<file path="src/rtl/ct_had_mbkpt_match_if.sv">
// Signal bundle between the HAD memory-breakpoint matcher and its retire/LSU/DR-update sources
// and the downstream breakpoint counter. The master modport is the matcher side.
interface ct_had_mbkpt_match_if #(
    parameter int VA_WIDTH = 40
);
    logic                x_sm_xx_update_dr_en;
    logic                ir_xx_bab_reg_sel;
    logic                ir_xx_bamr_reg_sel;
    logic                ir_xx_bcfg_reg_sel;
    logic [63:0]         ir_xx_wdata;
    logic                ctrl_bkpt_en;
    logic                rtu_had_retire_vld;
    logic [VA_WIDTH-1:0] rtu_had_retire_pc;
    logic                rtu_had_retire_normal;
    logic                rtu_had_retire_split;
    logic                rtu_had_retire_chgflow;
    logic                lsu_had_data_vld;
    logic [VA_WIDTH-1:0] lsu_had_data_addr;
    logic                lsu_had_data_st;
    logic                rtu_yy_xx_flush;
    logic                rtu_yy_xx_dbgon;
    logic                mbkpt_inst_bkpt_vld;
    logic                mbkpt_data_bkpt_vld;
    logic                mbkpt_inst_bkpt_inst_vld;
    logic                mbkpt_inst_split;
    logic                mbkpt_xx_chgflow;
    logic                mbkpt_data_st;
    logic                mbkpt_xx_inst_ack;
    logic                mbkpt_xx_data_ack;
    logic [VA_WIDTH-1:0] mbkpt_regs_bab;
    logic [VA_WIDTH-1:0] mbkpt_regs_bamr;
    logic [1:0]          mbkpt_regs_bcfg;

    modport master (
        input  x_sm_xx_update_dr_en, ir_xx_bab_reg_sel, ir_xx_bamr_reg_sel, ir_xx_bcfg_reg_sel,
               ir_xx_wdata, ctrl_bkpt_en, rtu_had_retire_vld, rtu_had_retire_pc,
               rtu_had_retire_normal, rtu_had_retire_split, rtu_had_retire_chgflow,
               lsu_had_data_vld, lsu_had_data_addr, lsu_had_data_st, rtu_yy_xx_flush,
               rtu_yy_xx_dbgon,
        output mbkpt_inst_bkpt_vld, mbkpt_data_bkpt_vld, mbkpt_inst_bkpt_inst_vld,
               mbkpt_inst_split, mbkpt_xx_chgflow, mbkpt_data_st, mbkpt_xx_inst_ack,
               mbkpt_xx_data_ack, mbkpt_regs_bab, mbkpt_regs_bamr, mbkpt_regs_bcfg
    );

    modport slave (
        output x_sm_xx_update_dr_en, ir_xx_bab_reg_sel, ir_xx_bamr_reg_sel, ir_xx_bcfg_reg_sel,
               ir_xx_wdata, ctrl_bkpt_en, rtu_had_retire_vld, rtu_had_retire_pc,
               rtu_had_retire_normal, rtu_had_retire_split, rtu_had_retire_chgflow,
               lsu_had_data_vld, lsu_had_data_addr, lsu_had_data_st, rtu_yy_xx_flush,
               rtu_yy_xx_dbgon,
        input  mbkpt_inst_bkpt_vld, mbkpt_data_bkpt_vld, mbkpt_inst_bkpt_inst_vld,
               mbkpt_inst_split, mbkpt_xx_chgflow, mbkpt_data_st, mbkpt_xx_inst_ack,
               mbkpt_xx_data_ack, mbkpt_regs_bab, mbkpt_regs_bamr, mbkpt_regs_bcfg
    );
endinterface

</file>
<file path="src/rtl/ct_had_mbkpt_match.sv">
// HAD memory-breakpoint matcher: compares retiring PCs and LSU data addresses against the
// debugger-programmed BAB/BAMR/BCFG registers and drives registered occurrence/ack levels.
module ct_had_mbkpt_match #(
    parameter int VA_WIDTH = 40
) (
    input  logic                    cpuclk,
    input  logic                    cpurst_b,
    ct_had_mbkpt_match_if.master    bus
);

    logic [VA_WIDTH-1:0] bab_r;
    logic [VA_WIDTH-1:0] bamr_r;
    logic [1:0]          bcfg_r;
    logic                pend_r;
    logic                pend_st_r;
    logic                inst_vld_r;
    logic                inst_bkpt_r;
    logic                split_r;
    logic                chgflow_r;
    logic                data_bkpt_r;
    logic                data_st_r;
    logic                inst_ack_r;
    logic                data_ack_r;

    logic                inst_hit_s;
    logic                data_hit_s;
    logic                consume_s;
    logic                deliver_s;
    logic                retire_s;
    logic                unused_wdata_s;

    // BAMR bit set means that address bit is ignored; RC inverts the equality result.
    function automatic logic bkpt_hit(
        input logic [VA_WIDTH-1:0] addr,
        input logic [VA_WIDTH-1:0] bab,
        input logic [VA_WIDTH-1:0] bamr,
        input logic [1:0]          cfg,
        input logic                gen_en,
        input logic                dbgon
    );
        logic eq;
        eq = (((addr ^ bab) & ~bamr) == {VA_WIDTH{1'b0}});
        return cfg[0] & gen_en & ~dbgon & (eq ^ cfg[1]);
    endfunction

    assign unused_wdata_s = ^bus.ir_xx_wdata[63:VA_WIDTH];

    // Compare results and retire qualifiers for the current cycle.
    always_comb begin
        inst_hit_s = 1'b0;
        data_hit_s = 1'b0;
        consume_s  = 1'b0;
        deliver_s  = 1'b0;
        retire_s   = 1'b0;
        inst_hit_s = bkpt_hit(bus.rtu_had_retire_pc, bab_r, bamr_r, bcfg_r,
                              bus.ctrl_bkpt_en, bus.rtu_yy_xx_dbgon);
        data_hit_s = bkpt_hit(bus.lsu_had_data_addr, bab_r, bamr_r, bcfg_r,
                              bus.ctrl_bkpt_en, bus.rtu_yy_xx_dbgon);
        retire_s   = bus.rtu_had_retire_vld & ~bus.rtu_yy_xx_flush;
        consume_s  = bus.rtu_had_retire_vld & bus.rtu_had_retire_normal & ~bus.rtu_had_retire_split;
        deliver_s  = consume_s & pend_r & ~bus.rtu_yy_xx_flush;
    end

    // Debugger-visible breakpoint registers, loaded on DR update.
    always_ff @(posedge cpuclk or negedge cpurst_b) begin
        if (!cpurst_b) begin
            bab_r  <= {VA_WIDTH{1'b0}};
            bamr_r <= {VA_WIDTH{1'b0}};
            bcfg_r <= 2'b00;
        end else begin
            if (bus.x_sm_xx_update_dr_en && bus.ir_xx_bab_reg_sel)
                bab_r <= bus.ir_xx_wdata[VA_WIDTH-1:0];
            if (bus.x_sm_xx_update_dr_en && bus.ir_xx_bamr_reg_sel)
                bamr_r <= bus.ir_xx_wdata[VA_WIDTH-1:0];
            if (bus.x_sm_xx_update_dr_en && bus.ir_xx_bcfg_reg_sel)
                bcfg_r <= bus.ir_xx_wdata[1:0];
        end
    end

    // Data-hit pending flag; a new hit wins over a same-cycle consume so it waits for the next retire.
    always_ff @(posedge cpuclk or negedge cpurst_b) begin
        if (!cpurst_b) begin
            pend_r    <= 1'b0;
            pend_st_r <= 1'b0;
        end else if (bus.rtu_yy_xx_flush || bus.rtu_yy_xx_dbgon) begin
            pend_r    <= 1'b0;
            pend_st_r <= 1'b0;
        end else if (bus.lsu_had_data_vld && data_hit_s) begin
            pend_r    <= 1'b1;
            pend_st_r <= bus.lsu_had_data_st;
        end else if (consume_s) begin
            pend_r    <= 1'b0;
        end
    end

    // Registered occurrence levels and the acks that trail them by one cycle.
    always_ff @(posedge cpuclk or negedge cpurst_b) begin
        if (!cpurst_b) begin
            inst_vld_r  <= 1'b0;
            inst_bkpt_r <= 1'b0;
            split_r     <= 1'b0;
            chgflow_r   <= 1'b0;
            data_bkpt_r <= 1'b0;
            data_st_r   <= 1'b0;
            inst_ack_r  <= 1'b0;
            data_ack_r  <= 1'b0;
        end else begin
            inst_vld_r  <= retire_s;
            inst_bkpt_r <= retire_s & bus.rtu_had_retire_normal & inst_hit_s;
            split_r     <= retire_s & bus.rtu_had_retire_split;
            chgflow_r   <= retire_s & bus.rtu_had_retire_chgflow;
            data_bkpt_r <= deliver_s;
            data_st_r   <= deliver_s & pend_st_r;
            inst_ack_r  <= inst_bkpt_r & ~bus.rtu_yy_xx_flush;
            data_ack_r  <= data_bkpt_r & ~bus.rtu_yy_xx_flush;
        end
    end

    assign bus.mbkpt_inst_bkpt_vld      = inst_bkpt_r;
    assign bus.mbkpt_data_bkpt_vld      = data_bkpt_r;
    assign bus.mbkpt_inst_bkpt_inst_vld = inst_vld_r;
    assign bus.mbkpt_inst_split         = split_r;
    assign bus.mbkpt_xx_chgflow         = chgflow_r;
    assign bus.mbkpt_data_st            = data_st_r;
    assign bus.mbkpt_xx_inst_ack        = inst_ack_r;
    assign bus.mbkpt_xx_data_ack        = data_ack_r;
    assign bus.mbkpt_regs_bab           = bab_r;
    assign bus.mbkpt_regs_bamr          = bamr_r;
    assign bus.mbkpt_regs_bcfg          = bcfg_r;

endmodule

</file>
<file path="src/flat_wrapper.sv">
// flat-port wrapper written by rule: the top's interface ports become plain ports
module ct_had_mbkpt_match_flat 
#(
    parameter int VA_WIDTH = 40
)
  (cpuclk, cpurst_b, bus_x_sm_xx_update_dr_en, bus_ir_xx_bab_reg_sel, bus_ir_xx_bamr_reg_sel, bus_ir_xx_bcfg_reg_sel, bus_ir_xx_wdata, bus_ctrl_bkpt_en, bus_rtu_had_retire_vld, bus_rtu_had_retire_pc, bus_rtu_had_retire_normal, bus_rtu_had_retire_split, bus_rtu_had_retire_chgflow, bus_lsu_had_data_vld, bus_lsu_had_data_addr, bus_lsu_had_data_st, bus_rtu_yy_xx_flush, bus_rtu_yy_xx_dbgon, bus_mbkpt_inst_bkpt_vld, bus_mbkpt_data_bkpt_vld, bus_mbkpt_inst_bkpt_inst_vld, bus_mbkpt_inst_split, bus_mbkpt_xx_chgflow, bus_mbkpt_data_st, bus_mbkpt_xx_inst_ack, bus_mbkpt_xx_data_ack, bus_mbkpt_regs_bab, bus_mbkpt_regs_bamr, bus_mbkpt_regs_bcfg);
  ct_had_mbkpt_match_if #(.VA_WIDTH(VA_WIDTH)) bus_i ();
  input  logic cpuclk;
  input  logic cpurst_b;
  input wire logic [$bits(bus_i.x_sm_xx_update_dr_en)-1:0] bus_x_sm_xx_update_dr_en;
  input wire logic [$bits(bus_i.ir_xx_bab_reg_sel)-1:0] bus_ir_xx_bab_reg_sel;
  input wire logic [$bits(bus_i.ir_xx_bamr_reg_sel)-1:0] bus_ir_xx_bamr_reg_sel;
  input wire logic [$bits(bus_i.ir_xx_bcfg_reg_sel)-1:0] bus_ir_xx_bcfg_reg_sel;
  input wire logic [$bits(bus_i.ir_xx_wdata)-1:0] bus_ir_xx_wdata;
  input wire logic [$bits(bus_i.ctrl_bkpt_en)-1:0] bus_ctrl_bkpt_en;
  input wire logic [$bits(bus_i.rtu_had_retire_vld)-1:0] bus_rtu_had_retire_vld;
  input wire logic [$bits(bus_i.rtu_had_retire_pc)-1:0] bus_rtu_had_retire_pc;
  input wire logic [$bits(bus_i.rtu_had_retire_normal)-1:0] bus_rtu_had_retire_normal;
  input wire logic [$bits(bus_i.rtu_had_retire_split)-1:0] bus_rtu_had_retire_split;
  input wire logic [$bits(bus_i.rtu_had_retire_chgflow)-1:0] bus_rtu_had_retire_chgflow;
  input wire logic [$bits(bus_i.lsu_had_data_vld)-1:0] bus_lsu_had_data_vld;
  input wire logic [$bits(bus_i.lsu_had_data_addr)-1:0] bus_lsu_had_data_addr;
  input wire logic [$bits(bus_i.lsu_had_data_st)-1:0] bus_lsu_had_data_st;
  input wire logic [$bits(bus_i.rtu_yy_xx_flush)-1:0] bus_rtu_yy_xx_flush;
  input wire logic [$bits(bus_i.rtu_yy_xx_dbgon)-1:0] bus_rtu_yy_xx_dbgon;
  output wire logic [$bits(bus_i.mbkpt_inst_bkpt_vld)-1:0] bus_mbkpt_inst_bkpt_vld;
  output wire logic [$bits(bus_i.mbkpt_data_bkpt_vld)-1:0] bus_mbkpt_data_bkpt_vld;
  output wire logic [$bits(bus_i.mbkpt_inst_bkpt_inst_vld)-1:0] bus_mbkpt_inst_bkpt_inst_vld;
  output wire logic [$bits(bus_i.mbkpt_inst_split)-1:0] bus_mbkpt_inst_split;
  output wire logic [$bits(bus_i.mbkpt_xx_chgflow)-1:0] bus_mbkpt_xx_chgflow;
  output wire logic [$bits(bus_i.mbkpt_data_st)-1:0] bus_mbkpt_data_st;
  output wire logic [$bits(bus_i.mbkpt_xx_inst_ack)-1:0] bus_mbkpt_xx_inst_ack;
  output wire logic [$bits(bus_i.mbkpt_xx_data_ack)-1:0] bus_mbkpt_xx_data_ack;
  output wire logic [$bits(bus_i.mbkpt_regs_bab)-1:0] bus_mbkpt_regs_bab;
  output wire logic [$bits(bus_i.mbkpt_regs_bamr)-1:0] bus_mbkpt_regs_bamr;
  output wire logic [$bits(bus_i.mbkpt_regs_bcfg)-1:0] bus_mbkpt_regs_bcfg;
  assign bus_i.x_sm_xx_update_dr_en = bus_x_sm_xx_update_dr_en;
  assign bus_i.ir_xx_bab_reg_sel = bus_ir_xx_bab_reg_sel;
  assign bus_i.ir_xx_bamr_reg_sel = bus_ir_xx_bamr_reg_sel;
  assign bus_i.ir_xx_bcfg_reg_sel = bus_ir_xx_bcfg_reg_sel;
  assign bus_i.ir_xx_wdata = bus_ir_xx_wdata;
  assign bus_i.ctrl_bkpt_en = bus_ctrl_bkpt_en;
  assign bus_i.rtu_had_retire_vld = bus_rtu_had_retire_vld;
  assign bus_i.rtu_had_retire_pc = bus_rtu_had_retire_pc;
  assign bus_i.rtu_had_retire_normal = bus_rtu_had_retire_normal;
  assign bus_i.rtu_had_retire_split = bus_rtu_had_retire_split;
  assign bus_i.rtu_had_retire_chgflow = bus_rtu_had_retire_chgflow;
  assign bus_i.lsu_had_data_vld = bus_lsu_had_data_vld;
  assign bus_i.lsu_had_data_addr = bus_lsu_had_data_addr;
  assign bus_i.lsu_had_data_st = bus_lsu_had_data_st;
  assign bus_i.rtu_yy_xx_flush = bus_rtu_yy_xx_flush;
  assign bus_i.rtu_yy_xx_dbgon = bus_rtu_yy_xx_dbgon;
  assign bus_mbkpt_inst_bkpt_vld = bus_i.mbkpt_inst_bkpt_vld;
  assign bus_mbkpt_data_bkpt_vld = bus_i.mbkpt_data_bkpt_vld;
  assign bus_mbkpt_inst_bkpt_inst_vld = bus_i.mbkpt_inst_bkpt_inst_vld;
  assign bus_mbkpt_inst_split = bus_i.mbkpt_inst_split;
  assign bus_mbkpt_xx_chgflow = bus_i.mbkpt_xx_chgflow;
  assign bus_mbkpt_data_st = bus_i.mbkpt_data_st;
  assign bus_mbkpt_xx_inst_ack = bus_i.mbkpt_xx_inst_ack;
  assign bus_mbkpt_xx_data_ack = bus_i.mbkpt_xx_data_ack;
  assign bus_mbkpt_regs_bab = bus_i.mbkpt_regs_bab;
  assign bus_mbkpt_regs_bamr = bus_i.mbkpt_regs_bamr;
  assign bus_mbkpt_regs_bcfg = bus_i.mbkpt_regs_bcfg;
  ct_had_mbkpt_match #(.VA_WIDTH(VA_WIDTH)) u_core (.cpuclk(cpuclk), .cpurst_b(cpurst_b), .bus(bus_i));
endmodule
</file>
<file path="config.mk">
export PLATFORM = sky130hd
export DESIGN_NAME = ct_had_mbkpt_match_flat
export DESIGN_NICKNAME = d
export VERILOG_FILES = /design/src/rtl/ct_had_mbkpt_match_if.sv /design/src/rtl/ct_had_mbkpt_match.sv /design/src/flat_wrapper.sv
export SDC_FILE = /design/constraint.sdc
export NUM_CORES = 1
export LEC_CHECK = 0
export ABC_AREA = 1
export BUFFER_PORTS_ARGS = -buffer_cell sky130_fd_sc_hd__clkbuf_2
export CAP_MARGIN = 20
export CORE_ASPECT_RATIO = 1.1
export CORE_MARGIN = 2
export CORE_UTILIZATION = 35
export DETAILED_ROUTE_END_ITERATION = 8
export PLACE_DENSITY = 0.68
export SYNTH_ARGS = -nofsm -noshare
export SYNTH_HDL_FRONTEND = slang
export SYNTH_SLANG_ARGS = --single-unit
</file>
<file path="constraint.sdc">
create_clock -name cpuclk -period 1.2 [get_ports cpuclk]
set_input_delay 0.18 -clock cpuclk [delete_from_list [all_inputs] [get_ports cpuclk]]
set_output_delay 0.18 -clock cpuclk [all_outputs]
set_load 0.005 [all_outputs]
</file>
==> results.json <==
{
  "cts_num_sinks": 92,
  "synth_cell_types": 22,
  "antenna_found_initial": 1,
  "wl_per_cell_um": 12.5,
  "hp-class": "in -> reg",
  "wirelength_mm": 15.4,
  "syn-instance-count": 701,
  "grt_use_total_pct": 20.1,
  "pin_count": 249,
  "critPathCaptureType": "flop",
  "cp_common_cell": "nor2_1",
  "tightest_slew_ps": 303,
  "syn_area_per_cell_um2": 6.98,
  "max-clock-path-buffers": 2,
  "die_h_um": 128,
  "clkTransAtPathRegs_ps": 70,
  "swShare_pct": 29.5,
  "area_growth_pct": 61.5,
  "fin_ws_ps": -379,
  "cp_slowest_cell": "dfrtp_1",
  "worst-path-max-fanout": 4,
  "cp_slowest_stage_delay_ps": 420,
  "slew_headroom_pct": 79.8,
  "startpoint_type": "flop",
  "timing.final.crit_share_pct": 132,
  "drt-pass1-iter-count": 5,
  "r2r_end": "u_core.bus.mbkpt_inst_bkpt_vld",
  "dp_cells": 1192,
  "layoutNonFillerInstCount": 1227,
  "failed_checks": "setup timing",
  "cts_tree": "done",
  "cellInternalPower_mw": 7.13,
  "hpwl_mm": 11.7,
  "clk_latency_ps": 350,
  "worstSetupPathType": "reg -> reg",
  "crit_path_start": "u_core.bus.mbkpt_regs_bab[24]",
  "grt_pass1_wl_mm": 23.4,
  "grt_pass1_vias": 5128,
  "finalHoldViolCount": 0,
  "grt_max_degree": 55,
  "viasPerCell": 4.46,
  "fp.dieArea_mm2": 0.0149,
  "core_mm2": 0.0137,
  "grt_overflow": 0,
  "ant_nets": 0,
  "endpoint": "u_core.bus.mbkpt_inst_bkpt_vld",
  "portBuffers": 224,
  "path_cells": "xnor2_1 -> o21ai_2 -> nor3_2 -> buf_4 -> nand2_1 -> nor2_1 -> nand3_1 -> o21ai_1 -> nor2_1",
  "ys_ff_latch": 92,
  "power.switching_mw": 2.99,
  "period_minus_slack_ps": 1580,
  "cp.required_ps": 1430,
  "skew_ps": 8.19,
  "drc": 0,
  "cts-root-buf": "clkbuf_16",
  "yosys_warnings": 0,
  "netlist_area_mm2": 0.00489,
  "synth_fp_nets": 860,
  "crit_arrival_ps": 1810,
  "drive_above_1_share_pct": 37.4,
  "finalSetupViolCount": 5,
  "fmax_ghz": 0.633,
  "combPwrFrac_pct": 30.6,
  "irDropWorstVdd_mv": 0.825,
  "reg2reg_depth": 9,
  "status": "finished, violations left",
  "fin_nets": 1193,
  "finalMaxSlewViolations": 0,
  "pwr-share-seq_pct": 37.8,
  "cts_made_buffers": 9,
  "ff2ff_setup_slack_ps": -380,
  "ys_seq_area_share_pct": 47.0,
  "cap_violations": 0,
  "drt_iter0_drc": 221,
  "p_clk_share_pct": 31.6,
  "diodes": 0,
  "vias": 5474,
  "p_leak_nw": 4.40,
  "die_x_um": 117,
  "num_rows": 45,
  "htreeDepth": 3,
  "gp_congestion": 0.823,
  "start_util_pct": 35.6,
  "p_per_area_mw_per_mm2": 1280,
  "r2r_start": "u_core.bus.mbkpt_regs_bab[24]",
  "rsz0062_at_grt": "yes",
  "post-route-util_pct": 57.5
}
-- power by group through the flow --
stage	clock network (mW)	registers (mW)	logic (mW)
2_1_floorplan	0	3.90	0.985
5_1_grt	3.40	3.89	3.49
6_report	3.19	3.83	3.09
3_3_place_gp	0	3.83	2.61
3_5_place_dp	0	3.84	2.64
4_1_cts	3.25	3.80	2.76
-- critical path: cells and delay by family (launching register included) --
| kind | cells | cell delay, ps |
|---|---|---|
| and+or+nand+nor | 5 | 470 |
| DFF | 1 | 420 |
| xor gates and xnor gates | 1 | 220 |
| AOI/OAI and AO/OA | 2 | 210 |
| buffers and inverters | 1 | 140 |
-- placed cells by master (no fill, tap or decap), types with 2 or more instances in the layout --
master,count
dfrtp_2,10
dfrtp_1,82
nor3_2,3
nand4_1,5
nand3_1,16
clkbuf_2,194
xnor2_1,8
o21ai_1,14
inv_1,98
o22ai_1,2
nor2_2,9
nand2_1,217
nor2_1,81
clkbuf_8,2
buf_12,6
bufinv_16,2
or2_1,4
nor2_4,3
nand3_2,2
clkinvlp_4,2
buf_4,61
o21ai_0,93
clkbuf_16,9
a21oi_1,21
buf_6,76
nor3_1,2
nand3b_1,4
nand2_2,5
-- kinds of logic (layout without fill, tap and decap cells) --
logic type             count (synthesis)  in the layout  share of synthesized area [%]
XOR/XNOR                               8              8                           1.43
AND/OR/NAND/NOR                      354            354                           29.1
buffers and inverters                115            453                           8.82
AO/OA/AOI/OAI                        132            132                           13.6
flip-flops                            92             92                           47.0
-- cells in the mapped netlist --
cell        n  area [um2]
o21ai_0   102         510
nand3b_1    4        30.0
dfrtp_1    92        2300
and2_1      1        6.26
xnor2_1     8        70.1
nor3_1      5        25.0
nand3_1    17        85.1
nor2_4      1        11.3
inv_1      98         368
o21ai_1     6        30.0
nand3_2     1        10.0
nor2_2      3        18.8
nor3b_1     1        7.51
a21oi_1    22         110
inv_2       1        3.75
nand4_1     5        31.3
nand2_2     2        12.5
or2_1       4        25.0
nor2_1     89         334
nand2_1   221         830
o22ai_1     2        12.5
clkbuf_1   16        60.1
-- registers in the layout, indices dropped and copies added (netlist names) --
name / cells
u_core.bus.mbkpt_inst_bkpt_vld: 1
u_core.bus.mbkpt_data_bkpt_vld: 1
u_core.pend_r: 1
u_core.bus.mbkpt_xx_inst_ack: 1
u_core.bus.mbkpt_regs_bcfg: 2
u_core.bus.mbkpt_inst_bkpt_inst_vld: 1
u_core.bus.mbkpt_xx_data_ack: 1
u_core.bus.mbkpt_regs_bamr: 40
u_core.bus.mbkpt_inst_split: 1
u_core.bus.mbkpt_xx_chgflow: 1
u_core.pend_st_r: 1
u_core.bus.mbkpt_regs_bab: 40
u_core.bus.mbkpt_data_st: 1
-- per-stage QoR --
stage | setup TNS, ps | power [mW] | cell area, um2 | worst slack [ps] | hold slack [ps]
final | -1270 | 10.1 | 7910 | -379 | 23.8
after global routing | -2560 | 10.8 | 7910 | -531 | 33.4
after CTS | -1330 | 9.81 | 7480 | -414 | 17.5
after detailed placement | -1220 | 6.48 | 6990 | -485 | 177
after global placement | -1100 | 6.43 | 6990 | -459 | 172
after floorplan | -456 | 4.89 | 4890 | -200 | -116
-- worst min path at each step --
stage                     depth (start not counted)  slack [ps]                        endpoint                  startpoint
after floorplan                                   0        -120  u_core.bus.mbkpt_data_bkpt_vld                    cpurst_b
after global placement                            2         170  u_core.bus.mbkpt_regs_bamr[24]                    cpurst_b
after detailed placement                          2         180  u_core.bus.mbkpt_regs_bamr[24]                    cpurst_b
after CTS                                         3          20     u_core.bus.mbkpt_xx_chgflow  bus_rtu_had_retire_chgflow
after global routing                              3          30     u_core.bus.mbkpt_xx_chgflow  bus_rtu_had_retire_chgflow
final                                             3          20     u_core.bus.mbkpt_xx_chgflow  bus_rtu_had_retire_chgflow
-- metal layers --
layer,global-route usage [%],up-vias,wire length (um)
met3,5.63,23,1080
met2,35.5,161,7680
li1,-,2857,-
met1,23.4,2431,6310
met4,6.71,2,272
met5,0,-,13
-- what timing repair did --
| action | 4_1_cts | 5_1_grt |
|---|---|---|
| pin swaps | 8 | 13 |
| setup buffers | 11 | 32 |
| endpoints found under the hold margin | 92 | 0 |
| hold buffers | 1 | 0 |
| endpoints found under the setup margin | 28 | 57 |
| gates resized for setup | 32 | 88 |
-- area by class of cell --
cell class	instances	area [um2]
fill	1310	5830
timing repair buffer	338	2410
clock buffer	11	253
multi-input combinational	494	2230
inverter	99	372
clock inverter	5	83.8
tap	188	235
sequential	92	2310
Power figures use the tool's default switching activity.
